$ cat src/rtl/servo_pkg.sv
// Shared constants and helpers for the servo PWM timing blocks.
package servo_pkg;

  localparam int US_W    = 11;
  localparam int FRAME_W = 15;

  localparam int DEF_MIN_US    = 1000;
  localparam int DEF_MAX_US    = 2000;
  localparam int DEF_CENTER_US = 1500;
  localparam int DEF_FRAME_US  = 20000;

  function automatic logic [US_W-1:0] clamp_us(
    input logic [US_W-1:0] v,
    input logic [US_W-1:0] lo,
    input logic [US_W-1:0] hi
  );
    if (v < lo) return lo;
    else if (v > hi) return hi;
    else return v;
  endfunction

endpackage

$ cat src/rtl/us_tick_gen.sv
// Divides clk down to a one-cycle strobe every DIV clocks (1 us at DIV = MHz).
module us_tick_gen #(
  parameter int DIV = 100
) (
  input  logic clk,
  input  logic rst,
  output logic tick
);

  localparam int CW = (DIV > 1) ? $clog2(DIV) : 1;
  localparam logic [CW-1:0] LAST = CW'(DIV - 1);

  if (DIV < 1) begin : g_bad_div
    $error("us_tick_gen: DIV must be at least 1");
  end

  logic [CW-1:0] cnt_q, cnt_d;

  always_comb begin
    tick  = (cnt_q == LAST);
    cnt_d = tick ? '0 : cnt_q + CW'(1);
  end

  always_ff @(posedge clk) begin
    if (rst) cnt_q <= '0;
    else     cnt_q <= cnt_d;
  end

endmodule

$ cat src/rtl/servo_pwm_gen.sv
// 50 Hz hobby-servo PWM with clamped target, per-frame slew limit and
// frame-boundary-only updates so no runt or stretched pulses appear.
module servo_pwm_gen
  import servo_pkg::*;
#(
  parameter int CLK_FREQ_HZ = 100_000_000,
  parameter int FRAME_US    = DEF_FRAME_US,
  parameter int MIN_US      = DEF_MIN_US,
  parameter int MAX_US      = DEF_MAX_US,
  parameter int CENTER_US   = DEF_CENTER_US,
  parameter int SLEW_US     = 20
) (
  input  logic            clk,
  input  logic            rst,
  input  logic [US_W-1:0] pulse_us,
  input  logic            pulse_valid,
  input  logic            enable,
  output logic            pwm,
  output logic            frame_start,
  output logic [US_W-1:0] cur_us
);

  localparam int DIV = CLK_FREQ_HZ / 1_000_000;
  localparam int SW  = US_W + 1;
  localparam logic [FRAME_W-1:0] FRAME_LAST = FRAME_W'(FRAME_US - 1);
  localparam logic [US_W-1:0]    MIN_V      = US_W'(MIN_US);
  localparam logic [US_W-1:0]    MAX_V      = US_W'(MAX_US);
  localparam logic [US_W-1:0]    CTR_V      = US_W'(CENTER_US);
  localparam logic [SW-1:0]      SLEW_V     = SW'(SLEW_US);

  if (DIV < 1 || (CLK_FREQ_HZ % 1_000_000) != 0) begin : g_bad_clk
    $error("servo_pwm_gen: CLK_FREQ_HZ must be a nonzero multiple of 1 MHz");
  end
  if (!(MIN_US <= CENTER_US && CENTER_US <= MAX_US && MAX_US < FRAME_US)) begin : g_bad_range
    $error("servo_pwm_gen: need MIN_US <= CENTER_US <= MAX_US < FRAME_US");
  end
  if (MAX_US >= 2048) begin : g_bad_max
    $error("servo_pwm_gen: MAX_US must fit in 11 bits");
  end
  if (FRAME_US >= 32768) begin : g_bad_frame
    $error("servo_pwm_gen: FRAME_US must fit in 15 bits");
  end
  if (SLEW_US < 0 || SLEW_US > MAX_US) begin : g_bad_slew
    $error("servo_pwm_gen: SLEW_US out of range");
  end

  logic                   us_tick;
  logic                   wrap;
  logic [FRAME_W-1:0]     us_cnt_q, us_cnt_d;
  logic [US_W-1:0]        target_q, target_d;
  logic [US_W-1:0]        cur_us_q, cur_us_d;
  logic                   en_q, en_d;
  logic                   pwm_q, pwm_d;
  logic                   frame_start_q, frame_start_d;
  logic signed [SW-1:0]   diff;
  logic [SW-1:0]          diff_mag;

  us_tick_gen #(.DIV(DIV)) u_tick (
    .clk  (clk),
    .rst  (rst),
    .tick (us_tick)
  );

  always_comb begin
    wrap     = us_tick && (us_cnt_q == FRAME_LAST);
    us_cnt_d = us_cnt_q;
    if (us_tick) us_cnt_d = wrap ? '0 : us_cnt_q + FRAME_W'(1);

    target_d = pulse_valid ? clamp_us(pulse_us, MIN_V, MAX_V) : target_q;

    // Slew uses the target held before this edge; a same-cycle strobe lands next frame.
    diff     = $signed({1'b0, target_q}) - $signed({1'b0, cur_us_q});
    diff_mag = diff[SW-1] ? $unsigned(-diff) : $unsigned(diff);

    cur_us_d = cur_us_q;
    en_d     = en_q;
    if (wrap) begin
      en_d = enable;
      if (SLEW_US == 0 || diff_mag <= SLEW_V) cur_us_d = target_q;
      else if (diff[SW-1])                    cur_us_d = cur_us_q - SLEW_V[US_W-1:0];
      else                                    cur_us_d = cur_us_q + SLEW_V[US_W-1:0];
    end

    frame_start_d = wrap;
    pwm_d         = en_q && (us_cnt_q < FRAME_W'(cur_us_q));
  end

  always_ff @(posedge clk) begin
    if (rst) begin
      us_cnt_q      <= '0;
      target_q      <= CTR_V;
      cur_us_q      <= CTR_V;
      en_q          <= 1'b0;
      pwm_q         <= 1'b0;
      frame_start_q <= 1'b0;
    end else begin
      us_cnt_q      <= us_cnt_d;
      target_q      <= target_d;
      cur_us_q      <= cur_us_d;
      en_q          <= en_d;
      pwm_q         <= pwm_d;
      frame_start_q <= frame_start_d;
    end
  end

  assign pwm         = pwm_q;
  assign frame_start = frame_start_q;
  assign cur_us      = cur_us_q;

endmodule

$ cat config.mk
export PLATFORM = sky130hd
export DESIGN_NAME = servo_pwm_gen
export DESIGN_NICKNAME = d
export VERILOG_FILES = /design/src/rtl/servo_pkg.sv /design/src/rtl/us_tick_gen.sv /design/src/rtl/servo_pwm_gen.sv
export SDC_FILE = /design/constraint.sdc
export NUM_CORES = 1
export LEC_CHECK = 0
export CORE_ASPECT_RATIO = 1.1
export CORE_MARGIN = 8
export CORE_UTILIZATION = 55
export CTS_BUF_LIST = sky130_fd_sc_hd__clkbuf_16
export DETAILED_ROUTE_END_ITERATION = 10
export PLACE_DENSITY = 0.76
export SLEW_MARGIN = 15
export SYNTH_ARGS = -nofsm -noshare
export SYNTH_HDL_FRONTEND = slang
export SYNTH_HIERARCHICAL = 1
export SYNTH_SLANG_ARGS = --single-unit
$ cat constraint.sdc
create_clock -name clk -period 6.9 [get_ports clk]
set_clock_uncertainty 0.1 [all_clocks]
set_input_delay 1.38 -clock clk [delete_from_list [all_inputs] [get_ports clk]]
set_output_delay 1.38 -clock clk [all_outputs]
set_load 0.01 [all_outputs]
==> impl_results.md <==
- Status: complete, no violations
- GRT Residual Overflow: 0
- Rows: 30
- RR Endpoint: cur_us[10]
- Die height: a little under 100 µm
- Seq/Total Area, Yosys: 27.7%
- WHS Path Cells: 2
- Ys flop type: dfxtp_1
- Antenna violations before repair: 0
- Final worst-path cycle share: 57.6%
- Hold Path Class: flop to flop
- Total CTS buffers: 5
- Most frequent cells in the layout: 48 x nor2_1, 47 x dfxtp_1, 32 x ha_1, 27 x nand2_1, 27 x clkdlybuf4s50_1
- Crit Path Class: flop to flop
- Max Buffers Root-to-Sink: 2
- Starting DRT DRC Count: 85
- Power density cells: 178 nW/µm²
- Antenna Cells: 0
- Final WL: 7940 µm
- Top Metal Used: met4
- Asr flop ratio synth: 0%
- Final Hold Fails: 0
- CTS HTree Levels: 2
- Largest net degree at the start of global routing: 27
- CP Data Required Time: about 7 ns
- Syn_nets: 452
- Reg2reg setup slack: a little under 3 ns
- # fillers: ~550
- Avg WL per Cell: approximately 16 µm
- Vias in the first global route: 2962
- Cell area after synthesis: 3400 µm²
- Yosys top cell by area: dfxtp_1
- Fin area: 3870 µm²
- Root Driver: clkbuf_16
- Critical Path AT: 4.03 ns
- Commonest non-fill, non-tap cell in the layout: nor2_1
- Clk Latency, worst-skew pair: 0.29 ns
- #FFs+latches synth: 47
- Startpoint Class: flop
- Post-CTS Resized: 0
- DRC: 0
- Hold path start: en_q
- GRT Overall Usage: 18.0%
- Fin crit period: 3.98 ns
- IO Count: 28
- GP Congestion: 0.906
- Worst r2r src: cur_us[5]
- Worst Hold End: en_q
- Max Cap Viol: 0
- DRT Pass-1 Iters: 6
- Worst slew margin: roughly three fifths
- Cts hold-fix bufs: 0
- Share of cells above drive strength 1: about 7.2%
- WL met3: around 240 µm
- DIE WIDTH: 91.0 µm
- Synth warn: 6
- Full die area: 8960 µm²
- Synth area leaders: dfxtp_1 28%, ha_1 12%, nor2_1 5.3%, xor2_1 4.1%, a21oi_1 3.4%
- DR vias: 2967
- Starting Density: 55.9%
- Post-CTS Setup Bufs: 0
- Final setup vio count: 0
- Clock sink total: 47
- Maximum clock rate: between 200 and 300 MHz
- Post-place instance area: 3720 µm²
- FF-to-FF path depth: 16
- CTS tree: built
- Synth-to-Final Area Change: 13.8%
- Slew @ Worst Pin: 0.573 ns
- HPWL Detailed: 6230 µm
- Vias/cell: about 5.8
- Post-synth EDFFs: 0
- Number of distinct library cells after synthesis: 72
- Post-route ant nets: 0
- Final net count: about 480
- M1 WL: 3600 µm
- Cell count after synthesis: about 400
- Met2 wire len: 3900 µm
- Clock-pin slew on the worst setup and hold paths: 0.07 ns
- Global-route wire length before repair: 13500 µm
- Post-synth top area share: 27.7%
- Core Region: ~6100 µm²
- Lkg Pwr: 0.00166 µW
- CP Capture Type: flop
- I/O Buffers: 27
- Sum Neg Setup Slack: 0 ns
- Fin. max-slew vios: 0
- IR drop worst, VDD: 0.000193 V
- Avg Inst Size Synth: 8.44 µm²
- Crit path max fanout: 9
- RSZ-0062 raised after global routing: false
==> synthesized netlist by cell type (6+ instances only) <==
library cell and count:
a21o_1 10, a21oi_1 23, a22oi_1 6, clkbuf_1 7, dfxtp_1 47, ha_1 32
inv_1 22, mux2i_1 8, nand2_1 27, nand2b_1 7, nand3_1 14, nand4_1 7
nor2_1 48, nor3_1 7, nor4b_1 6, o21ai_0 20, xnor2_1 9, xor2_1 16
==> cell type report <==
class                      instances  area [µm²]  area share, %
clock buffer                       5         125           3.23
clock inverter                     3        20.0          0.517
sequential                        47         941           24.3
timing repair buffer              28         278           7.18
tap                               80         100           2.59
inverter                          23        86.3           2.23
multi-input combinational        323        2320           59.9
==> how the worst max path moves through the flow <==
stage | endpoint | startpoint | depth (start not counted) | slack (ns)
CTS | cur_us[10] | cur_us[5] | 16 | 2.98
detailed placement | cur_us[10] | cur_us[5] | 16 | 3.01
global placement | cur_us[10] | cur_us[2] | 16 | 3.01
global route | cur_us[10] | cur_us[5] | 16 | 2.48
floorplan | cur_us[9] | cur_us[3] | 17 | 3.47
finish | cur_us[10] | cur_us[5] | 16 | 2.92
==> sequential cells by signal, indices dropped and copies added (netlist names) <==
| name | count |
|---|---|
| us_cnt_q | 15 |
| cur_us | 11 |
| target_q | 11 |
| u_tick/cnt_q | 7 |
| en_q | 1 |
| frame_start | 1 |
| pwm | 1 |
==> worst max-delay path, stage by stage, from the launching register on <==
cell      delay, ns
dfxtp_1        0.38
inv_1          0.10
ha_1           0.41
o21ai_0        0.37
nor2_1         0.15
o31ai_2        0.33
a21oi_4        0.18
ha_1           0.36
nor2b_1        0.15
o21ai_0        0.22
a21boi_0       0.15
o21ai_0        0.23
a21oi_1        0.12
xnor2_1        0.15
xnor2_1        0.13
mux2i_1        0.20
o21ai_0        0.11
==> power by group <==
part / leakage [µW] / internal (µW) / switching, µW
logic: 0.00121 / 77.8 / 95.2
clock network: 0.0000674 / 134 / 103
registers: 0.000382 / 276 / 5.03
total: 0.00166 / 488 / 203
==> through the flow <==
stage               std cells  setup slack (ns)  hold WS (ns)  utilization, %  total power (µW)
global route              509              2.48         0.405            63.6               724
CTS                       509              2.98         0.370            63.6               691
finish                    509              2.92         0.365            63.6               691
floorplan                 403              3.47         0.327               -               421
global placement          501              3.01         0.349            61.3               455
detailed placement        501              3.01         0.352            61.3               458
==> per-layer routing <==
metal | vias to the layer above | track usage (%)
li1 | 1517 | -
met2 | 46 | 31.6
met5 | - | 0
met3 | 15 | 2.89
met1 | 1389 | 21.4
met4 | 0 | 7.19
==> cell families after synthesis <==
group	synth area share [%]
AOI/OAI and AO/OA	23.0
xor gates and xnor gates	6.92
adders and majority gates	13.0
buffers and inverters	4.09
DFF	27.7
muxes	3.53
and+or+nand+nor	21.9
Note: power is estimated with default switching activity, not from simulation.
